`src/rtl/lsu_pkg.sv`:
```
// Shared constants, state encoding and request-formatting helpers for the
// load/store unit.
package lsu_pkg;

   localparam logic [2:0] F3_LB  = 3'b000;
   localparam logic [2:0] F3_LH  = 3'b001;
   localparam logic [2:0] F3_LW  = 3'b010;
   localparam logic [2:0] F3_LBU = 3'b100;
   localparam logic [2:0] F3_LHU = 3'b101;

   typedef enum logic [1:0] {
      ST_IDLE     = 2'd0,
      ST_REQ      = 2'd1,
      ST_WAIT_RSP = 2'd2,
      ST_DONE     = 2'd3
   } lsu_state_e;

   // Unknown size codes, signed-less stores and misaligned H/W are rejected.
   function automatic logic f_illegal(input logic i_we, input logic [2:0] i_f3,
                                      input logic [1:0] i_lo);
      logic bad;
      bad = 1'b0;
      case (i_f3)
         F3_LB, F3_LBU: bad = 1'b0;
         F3_LH, F3_LHU: bad = i_lo[0];
         F3_LW:         bad = (i_lo != 2'b00);
         default:       bad = 1'b1;
      endcase
      if (i_we && i_f3[2]) bad = 1'b1;
      return bad;
   endfunction

   function automatic logic [3:0] f_be(input logic [1:0] i_size, input logic [1:0] i_lo);
      case (i_size)
         2'b00:   return 4'b0001 << i_lo;
         2'b01:   return i_lo[1] ? 4'b1100 : 4'b0011;
         default: return 4'b1111;
      endcase
   endfunction

   function automatic logic [31:0] f_wdata(input logic [1:0] i_size, input logic [31:0] i_wd);
      case (i_size)
         2'b00:   return {4{i_wd[7:0]}};
         2'b01:   return {2{i_wd[15:0]}};
         default: return i_wd;
      endcase
   endfunction

endpackage

```
`src/rtl/lsu_if.sv`:
```
// Byte-enabled data-memory request/response bus between the LSU and memory.
interface lsu_if #(
   parameter int MEM_ADDR_WIDTH = 6
);
   logic                      mem_req_valid;
   logic                      mem_req_ready;
   logic                      mem_we;
   logic [3:0]                mem_be;
   logic [MEM_ADDR_WIDTH-1:0] mem_addr;
   logic [31:0]               mem_wdata;
   logic                      mem_rsp_valid;
   logic [31:0]               mem_rdata;

   modport master (
      output mem_req_valid, mem_we, mem_be, mem_addr, mem_wdata,
      input  mem_req_ready, mem_rsp_valid, mem_rdata
   );

   modport slave (
      input  mem_req_valid, mem_we, mem_be, mem_addr, mem_wdata,
      output mem_req_ready, mem_rsp_valid, mem_rdata
   );
endinterface

```
`src/rtl/lsu_load_align.sv`:
```
// Combinational load-lane extraction with sign or zero extension.
module lsu_load_align
   import lsu_pkg::*;
(
   input  logic [31:0] i_rdata,
   input  logic [2:0]  i_funct3,
   input  logic [1:0]  i_addr_lo,
   output logic [31:0] o_result
);

   logic [7:0]  w_byte;
   logic [15:0] w_half;

   always_comb begin
      w_byte   = i_rdata[{i_addr_lo, 3'b000} +: 8];
      w_half   = i_addr_lo[1] ? i_rdata[31:16] : i_rdata[15:0];
      o_result = i_rdata;
      case (i_funct3)
         F3_LB:   o_result = {{24{w_byte[7]}}, w_byte};
         F3_LBU:  o_result = {24'd0, w_byte};
         F3_LH:   o_result = {{16{w_half[15]}}, w_half};
         F3_LHU:  o_result = {16'd0, w_half};
         default: o_result = i_rdata;
      endcase
   end

endmodule

```
`src/rtl/load_store_unit.sv`:
```
// Load/store initiator: validates one command, issues a single memory request,
// waits for the response and returns aligned load data with a done pulse.
module load_store_unit
   import lsu_pkg::*;
#(
   parameter int ADDR_WIDTH     = 32,
   parameter int MEM_ADDR_WIDTH = 6,
   parameter int TIMEOUT_CYCLES = 255
) (
   input  logic                  clk,
   input  logic                  rst_n,
   input  logic                  lsu_valid,
   input  logic                  lsu_we,
   input  logic [2:0]            lsu_funct3,
   input  logic [ADDR_WIDTH-1:0] lsu_addr,
   input  logic [31:0]           lsu_wdata,
   output logic                  lsu_busy,
   output logic                  lsu_done,
   output logic                  lsu_err,
   output logic [31:0]           lsu_rdata,
   lsu_if.master                 mem
);

   localparam int CNT_W = $clog2(TIMEOUT_CYCLES + 1);
   localparam int AQ_W  = MEM_ADDR_WIDTH + 2;

   lsu_state_e        r_state, w_next;
   logic              r_we;
   logic [2:0]        r_f3;
   logic [AQ_W-1:0]   r_addr;
   logic [31:0]       r_wdata;
   logic [CNT_W-1:0]  r_cnt;
   logic              r_err;
   logic [31:0]       r_rdata;
   logic              w_issue_err;
   logic              w_timeout;
   logic              w_in_req;
   logic [31:0]       w_load;
   logic              w_unused_addr;

   // Only the word-address and lane bits reach memory.
   assign w_unused_addr = ^lsu_addr[ADDR_WIDTH-1:AQ_W];

   assign w_issue_err = f_illegal(lsu_we, lsu_funct3, lsu_addr[1:0]);
   assign w_timeout   = (r_cnt == CNT_W'(TIMEOUT_CYCLES - 1));

   always_ff @(posedge clk or negedge rst_n) begin
      if (!rst_n) r_state <= ST_IDLE;
      else        r_state <= w_next;
   end

   // A handshake in the last counted cycle still takes priority over timeout.
   always_comb begin
      w_next = r_state;
      case (r_state)
         ST_IDLE:     if (lsu_valid) w_next = w_issue_err ? ST_DONE : ST_REQ;
         ST_REQ:      if (mem.mem_req_ready)      w_next = ST_WAIT_RSP;
                      else if (w_timeout)         w_next = ST_DONE;
         ST_WAIT_RSP: if (mem.mem_rsp_valid)      w_next = ST_DONE;
                      else if (w_timeout)         w_next = ST_DONE;
         default:     w_next = ST_IDLE;
      endcase
   end

   lsu_load_align u_align (
      .i_rdata   (mem.mem_rdata),
      .i_funct3  (r_f3),
      .i_addr_lo (r_addr[1:0]),
      .o_result  (w_load)
   );

   always_ff @(posedge clk or negedge rst_n) begin
      if (!rst_n) begin
         r_we    <= 1'b0;
         r_f3    <= 3'd0;
         r_addr  <= '0;
         r_wdata <= 32'd0;
         r_cnt   <= '0;
         r_err   <= 1'b0;
         r_rdata <= 32'd0;
      end else begin
         case (r_state)
            ST_IDLE: if (lsu_valid) begin
               r_we    <= lsu_we;
               r_f3    <= lsu_funct3;
               r_addr  <= lsu_addr[AQ_W-1:0];
               r_wdata <= lsu_wdata;
               r_cnt   <= '0;
               r_err   <= w_issue_err;
               if (w_issue_err) r_rdata <= 32'd0;
            end
            ST_REQ: begin
               r_cnt <= r_cnt + 1'b1;
               if (!mem.mem_req_ready && w_timeout) begin
                  r_err   <= 1'b1;
                  r_rdata <= 32'd0;
               end
            end
            ST_WAIT_RSP: begin
               r_cnt <= r_cnt + 1'b1;
               if (mem.mem_rsp_valid) begin
                  r_rdata <= r_we ? 32'd0 : w_load;
               end else if (w_timeout) begin
                  r_err   <= 1'b1;
                  r_rdata <= 32'd0;
               end
            end
            default: ;
         endcase
      end
   end

   assign w_in_req          = (r_state == ST_REQ);
   assign lsu_busy          = (r_state != ST_IDLE);
   assign lsu_done          = (r_state == ST_DONE);
   assign lsu_err           = lsu_done & r_err;
   assign lsu_rdata         = r_rdata;
   assign mem.mem_req_valid = w_in_req;
   assign mem.mem_we        = w_in_req & r_we;
   assign mem.mem_be        = w_in_req ? f_be(r_f3[1:0], r_addr[1:0]) : 4'd0;
   assign mem.mem_addr      = w_in_req ? r_addr[AQ_W-1:2] : '0;
   assign mem.mem_wdata     = w_in_req ? f_wdata(r_f3[1:0], r_wdata) : 32'd0;

endmodule

```
`src/flat_wrapper.sv`:
```
// flat-port wrapper written by rule: the top's interface ports become plain ports
module load_store_unit_flat import lsu_pkg::*;
#(
   parameter int ADDR_WIDTH     = 32,
   parameter int MEM_ADDR_WIDTH = 6,
   parameter int TIMEOUT_CYCLES = 255
)
  (clk, rst_n, lsu_valid, lsu_we, lsu_funct3, lsu_addr, lsu_wdata, lsu_busy, lsu_done, lsu_err, lsu_rdata, mem_mem_req_valid, mem_mem_we, mem_mem_be, mem_mem_addr, mem_mem_wdata, mem_mem_req_ready, mem_mem_rsp_valid, mem_mem_rdata);
  lsu_if #(.MEM_ADDR_WIDTH(MEM_ADDR_WIDTH)) mem_i ();
  input  logic clk;
  input  logic rst_n;
  input  logic lsu_valid;
  input  logic lsu_we;
  input  logic [2:0] lsu_funct3;
  input  logic [ADDR_WIDTH-1:0] lsu_addr;
  input  logic [31:0] lsu_wdata;
  output logic lsu_busy;
  output logic lsu_done;
  output logic lsu_err;
  output logic [31:0] lsu_rdata;
  output wire logic [$bits(mem_i.mem_req_valid)-1:0] mem_mem_req_valid;
  output wire logic [$bits(mem_i.mem_we)-1:0] mem_mem_we;
  output wire logic [$bits(mem_i.mem_be)-1:0] mem_mem_be;
  output wire logic [$bits(mem_i.mem_addr)-1:0] mem_mem_addr;
  output wire logic [$bits(mem_i.mem_wdata)-1:0] mem_mem_wdata;
  input wire logic [$bits(mem_i.mem_req_ready)-1:0] mem_mem_req_ready;
  input wire logic [$bits(mem_i.mem_rsp_valid)-1:0] mem_mem_rsp_valid;
  input wire logic [$bits(mem_i.mem_rdata)-1:0] mem_mem_rdata;
  assign mem_mem_req_valid = mem_i.mem_req_valid;
  assign mem_mem_we = mem_i.mem_we;
  assign mem_mem_be = mem_i.mem_be;
  assign mem_mem_addr = mem_i.mem_addr;
  assign mem_mem_wdata = mem_i.mem_wdata;
  assign mem_i.mem_req_ready = mem_mem_req_ready;
  assign mem_i.mem_rsp_valid = mem_mem_rsp_valid;
  assign mem_i.mem_rdata = mem_mem_rdata;
  load_store_unit #(.ADDR_WIDTH(ADDR_WIDTH), .MEM_ADDR_WIDTH(MEM_ADDR_WIDTH), .TIMEOUT_CYCLES(TIMEOUT_CYCLES)) u_core (.clk(clk), .rst_n(rst_n), .lsu_valid(lsu_valid), .lsu_we(lsu_we), .lsu_funct3(lsu_funct3), .lsu_addr(lsu_addr), .lsu_wdata(lsu_wdata), .lsu_busy(lsu_busy), .lsu_done(lsu_done), .lsu_err(lsu_err), .lsu_rdata(lsu_rdata), .mem(mem_i));
endmodule
```
`config.mk`:
```
export PLATFORM = sky130hd
export DESIGN_NAME = load_store_unit_flat
export DESIGN_NICKNAME = d
export VERILOG_FILES = /design/src/rtl/lsu_pkg.sv /design/src/rtl/lsu_if.sv /design/src/rtl/lsu_load_align.sv /design/src/rtl/load_store_unit.sv /design/src/flat_wrapper.sv
export SDC_FILE = /design/constraint.sdc
export NUM_CORES = 1
export LEC_CHECK = 0
export ABC_AREA = 1
export CORE_MARGIN = 5
export CORE_UTILIZATION = 35
export DETAILED_ROUTE_END_ITERATION = 10
export HOLD_SLACK_MARGIN = 0.02
export PLACE_DENSITY = 0.74
export SYNTH_ARGS = -nofsm -noshare
export SYNTH_HDL_FRONTEND = slang
export SYNTH_SLANG_ARGS = --single-unit
```
`constraint.sdc`:
```
create_clock -name clk -period 2.3 [get_ports clk]
set_input_delay 0.575 -clock clk [delete_from_list [all_inputs] [get_ports clk]]
set_output_delay 0.575 -clock clk [all_outputs]
set_load 0.005 [all_outputs]
```
==> impl_metrics.toml, run 1 <==
[setup_path]
endpoint_kind = "output pin"
max_stage_delay_ns = 0.39
cp_slowest_cell = "dfrtp_1"
path_class = "reg -> out"
r2r.worst_path.cells = 12
cp_cell_sequence = "inv_2 > ha_4 > inv_1 > nor3_2 > dlygate4sd2_1"
arrival_ns = 1.65
cp_max_fo = 6
required_ns = 1.73
start_kind = "flop"

[clocking]
ctsHoldBuffers = 0
cts_sinks = 87
root_buffer = "clkbuf_16"
cts_buffer_depth = 2
cts_tree = "done"
cts_made_buffers = 9
clk_pin_slew_worst_paths_ns = 0.06
clk_latency_ns = 0.34
h-tree-depth = 3

[job]
max_cap_violations = 0

[synth]
synth_cells = 596
synthArstFlopShare_pct = 100.0
synth_top_cell_by_area = "dfrtp_1"
ys_ff_latch = 87
synth_top_cell_area_share_pct = 46.22
synth.avg_cell_area_um2 = 7.904
syn-num-nets = 708
synth_cell_types = 30
synth_ff_type = "dfrtp_1"
yosysSeqAreaShare_pct = 46.22
synth_edf_count = 0
synth_area_leaders = "dfrtp_1, nand2_1, mux2_2, nor2_1, inv_1"
netlist_area_um2 = 4711
synth-warning-count = 0

[sta]
rsz0062_at_grt = "yes"
tightest_slew_ns = 0.5469
min_period_ns = 2.228
max_freq_mhz = 448.7
slew_headroom_pct = 63.30
final-max-slew-violation-count = 0
period_share_pct = 96.89
skew_ns = 0.005787
hold_viol = 0
setup_viol = 0
fin_hold_ws_ns = 0.1637

[placement]
place.gp.congestion = 0.9268
hpwl_um = 10840
numPortBuffers = 159

[detailed_routing]
wl_um = 14720
wire_per_inst_um = 15.13
drt-pass1-iter-count = 5
drtIter0Drc = 312
routed-via-count = 4637
drc = 0
viasPerCell = 4.766
drtAntennaViolNets = 0

[cells_and_area]
diodes = 0
mostFrequentLayoutCells = "nand2_1, clkdlybuf4s50_1, nor2_1"
final_nets = 904
final_common_cell = "nand2_1"
fillers = 1239
fin_util_pct = 54.43
layout-drive-gt1-share_pct = 19.07
area_growth_pct = 53.01

[grt]
grt_pass1_vias = 4642
antenna_found_initial = 0
overflow = 0
grt_max_degree = 43
grtUsageTotal_pct = 18.62
grt_pass1_wl_um = 23750

[pwr]
peakVddDrop_mv = 0.7043
p_leak_nw = 3.791
power-per-cell-area_nw_per_um2 = 1209

[die]
rows = 42
io-pin-count = 184
die_w_um = 126.0
dieArea_um2 = 15880
start_util_pct = 35.57
die_h_um = 126.0
core-area_um2 = 13240

[hold_path]
min_path_type = "in -> async"

[outcome]
status = "complete, no violations"
-- cell usage after synthesis (7+ instances only) --
cell type	number
inv_1	44
a21oi_1	15
o22ai_1	9
nor2_1	95
buf_2	9
nand3_1	26
dfrtp_1	87
nand2_1	176
clkbuf_1	11
nand2_2	12
mux2_2	40
nor3_1	8
ha_1	7
o21ai_0	29
-- path summary, 6_finish.rpt --
check	start	to	slack [ns]
setup reg to reg	u_core.r_state[1]	u_core.lsu_rdata[31]	0.31
max in group asynchronous	rst_n	u_core.r_wdata[1]	1.56
setup / recovery	u_core.r_state[1]	mem_mem_wdata[31]	0.07
min in group clk	u_core.lsu_rdata[29]	u_core.lsu_rdata[29]	0.48
hold / removal	rst_n	u_core.r_wdata[10]	0.16
hold reg to reg	u_core.lsu_rdata[29]	u_core.lsu_rdata[29]	0.48
-- worst max-delay path, delay by kind of cell (launching register included) --
kind                     cells  cell delay (ns)
adder cells (fa/ha/maj)      1             0.20
buffers and inverters        3             0.51
flip-flops                   1             0.39
AND/OR/NAND/NOR              1             0.21
-- cell families after synthesis --
| group | after synthesis | synth area share [%] |
|---|---|---|
| AND/OR/NAND/NOR | 328 | 28.82 |
| flip-flops | 87 | 46.22 |
| buffers and inverters | 72 | 6.374 |
| AO/OA/AOI/OAI | 62 | 7.171 |
| multiplexers | 40 | 9.562 |
| adder cells (fa/ha/maj) | 7 | 1.859 |
-- metal layers --
layer | vias to the layer above | track usage, % | wire length, um
li1 | 2299 | - | -
met1 | 2153 | 23.49 | 6273
met2 | 166 | 29.89 | 6753
met3 | 19 | 7.282 | 1448
met4 | 0 | 5.110 | 248
met5 | - | 0 | 0
-- registers in the layout (all words and copies together) (netlist names) --
register / cells
u_core.r_f3: 3
u_core.r_err: 1
u_core.lsu_rdata: 32
u_core.r_cnt: 8
u_core.r_addr: 8
u_core.r_wdata: 32
u_core.r_state: 2
u_core.r_we: 1
-- stage by stage --
stage / cell area [um2] / instances / worst slack [ns] / TNS (ns) / power, mW
2_1_floorplan: 4711 / 596 / 0.4275 / 0 / 4.933
3_3_place_gp: 6693 / 939 / -0.03578 / -0.03578 / 7.015
3_5_place_dp: 6693 / 939 / -0.03860 / -0.2210 / 7.079
4_1_cts: 7096 / 966 / -0.1421 / -1.411 / 8.654
5_1_grt: 7208 / 973 / -0.04941 / -0.1174 / 9.414
6_report: 7208 / 973 / 0.07157 / 0 / 8.718
-- final cells by class --
cell class | instances | area [um2] | share of cell area [%]
Multi-Input combinational cell | 437 | 2298 | 31.89
Sequential cell | 87 | 2178 | 30.22
Timing Repair Buffer | 209 | 2053 | 28.48
Clock buffer | 9 | 225.2 | 3.124
Tap cell | 176 | 220.2 | 3.055
Inverter | 48 | 182.7 | 2.534
Clock inverter | 7 | 50.05 | 0.6943
-- what timing repair did --
action,in CTS,in global routing
gates cloned,1,1
setup buffers,10,6
pin swaps,1,3
resized for setup,62,40
setup endpoints to repair,45,32
-- power by group --
part / internal (mW) / switching, mW
Combinational: 2.37 / 2.46
Sequential: 2.10 / 0.432
Clock: 0.731 / 0.620
Total: 5.20 / 3.51
Note: power is estimated with default switching activity, not from simulation.
==> run 2, diff against run 1 <==
Settings changed: TNS_END_PERCENT set to 50.
==> impl_metrics.toml, run 2 (synthesized netlist as in run 1, its figures left out) <==
[setup_path]
required_ns = 1.73
regToRegStartpoint = "u_core.r_state[1]"
cp_slowest_cell = "clkdlybuf4s50_1"
r2r_end = "u_core.lsu_rdata[31]"
arrival_ns = 1.77
endpoint_kind = "output pin"
cp_cell_sequence = "buf_4 > buf_4 > ha_1 > nand2_1 > inv_1 > clkdlybuf4s50_1"
max_stage_delay_ns = 0.43
startpoint = "u_core.r_state[1]"
cp_top_family = "buffers and inverters"
critPathMostFrequentCell = "buf_4"
cp_max_fo = 3
r2r.worst_path.cells = 12
start_kind = "flop"
reg2reg_slack_ns = 0.29
path_class = "reg -> out"
cp.buffers_inverters = 4

[die]
dieArea_um2 = 15880
io-pin-count = 184
core-area_um2 = 13240
die_w_um = 126.0
start_util_pct = 35.57
die_h_um = 126.0
rows = 42

[sta]
slew_headroom_pct = 63.66
max_freq_mhz = 427.3
rsz0062_at_grt = "yes"
fin_hold_ws_ns = 0.1613
final.setup.tns_ns = -0.06659
skew_ns = 0.005494
min_period_ns = 2.340
finalWorstSetupSlack_ns = -0.04005
final-max-slew-violation-count = 0
hold_viol = 0
tightest_slew_ns = 0.5415
setup_viol = 2
period_share_pct = 101.7

[clocking]
cts_buffer_depth = 2
cts_tree = "done"
clk_pin_slew_worst_paths_ns = 0.06
ctsHoldBuffers = 0
root_buffer = "clkbuf_16"
cts_sinks = 87
cts_made_buffers = 9
clk_latency_ns = 0.34
h-tree-depth = 3

[cells_and_area]
fillers = 1247
area_growth_pct = 52.70
multi_input_area_um2 = 2292
seq_area_um2 = 2178
final_common_cell = "nand2_1"
diodes = 0
final_nets = 904
layout-drive-gt1-share_pct = 19.45
mostFrequentLayoutCells = "nand2_1, clkdlybuf4s50_1, nor2_1"

[detailed_routing]
drtAntennaViolNets = 0
viasPerCell = 4.779
routed-via-count = 4650
drt-pass1-iter-count = 5
wire_per_inst_um = 15.08
wl_um = 14680
drtIter0Drc = 290
drc = 0

[pwr]
p_leak_nw = 3.765
power-per-cell-area_nw_per_um2 = 1207
peakVddDrop_mv = 0.7104

[hold_path]
min_path_type = "in -> async"

[grt]
overflow = 0
grt_max_degree = 43
grtUsageTotal_pct = 18.61
grt_pass1_vias = 4617
grt_pass1_wl_um = 23710
antenna_found_initial = 0

[outcome]
violations = "setup timing"
status = "finished, violations left"

[placement]
numPortBuffers = 159
hpwl_um = 10840
place.gp.congestion = 0.9268

[job]
max_cap_violations = 0
## run 2: final cells by class
class	instances	area share (%)
well taps	176	3.061
inverters	48	2.540
flip-flops and latches	87	30.28
multi-input cells	437	31.87
clock inverters	7	0.6958
repair buffers	209	28.42
clock buffers	9	3.131
## run 2: worst max-delay path by stage
stage	end	slack, ns	cells after the start
after global placement	mem_mem_wdata[31]	-0.04	5
after detailed placement	u_core.lsu_rdata[14]	-0.04	10
after CTS	mem_mem_wdata[15]	-0.19	5
after floorplan	mem_mem_wdata[15]	0.43	5
final	lsu_err	-0.04	6
after global routing	lsu_err	-0.1	6
## run 2: metrics by stage
| stage | area [um2] | power (mW) | setup WS [ns] | utilization (%) | cells |
|---|---|---|---|---|---|
| after floorplan | 4711 | 4.933 | 0.4275 | - | 596 |
| after global routing | 7193 | 9.380 | -0.09780 | 54.32 | 973 |
| final | 7193 | 8.683 | -0.04005 | 54.32 | 973 |
| after CTS | 7074 | 8.625 | -0.1869 | 53.42 | 963 |
| after global placement | 6693 | 7.015 | -0.03578 | 50.54 | 939 |
| after detailed placement | 6693 | 7.079 | -0.03860 | 50.54 | 939 |
## run 2: metal layers
metal | routed length (um) | vias to the layer above | global-route usage (%)
met1 | 6213 | 2155 | 23.36
met2 | 6732 | 173 | 29.95
met4 | 238 | 0 | 5.047
met3 | 1494 | 21 | 7.367
met5 | 0 | - | 0
li1 | - | 2301 | -
## run 2: where the power goes
group          switching (mW)  total [mW]  internal [mW]
registers               0.431        2.53           2.10
logic                    2.44        4.80           2.36
clock network           0.622        1.35          0.731
## run 2: what timing repair did
item,4_1_cts,5_1_grt
pin swaps,1,2
resized for setup,66,37
setup endpoints to repair,45,29
buffers inserted,7,10
cloned,1,0
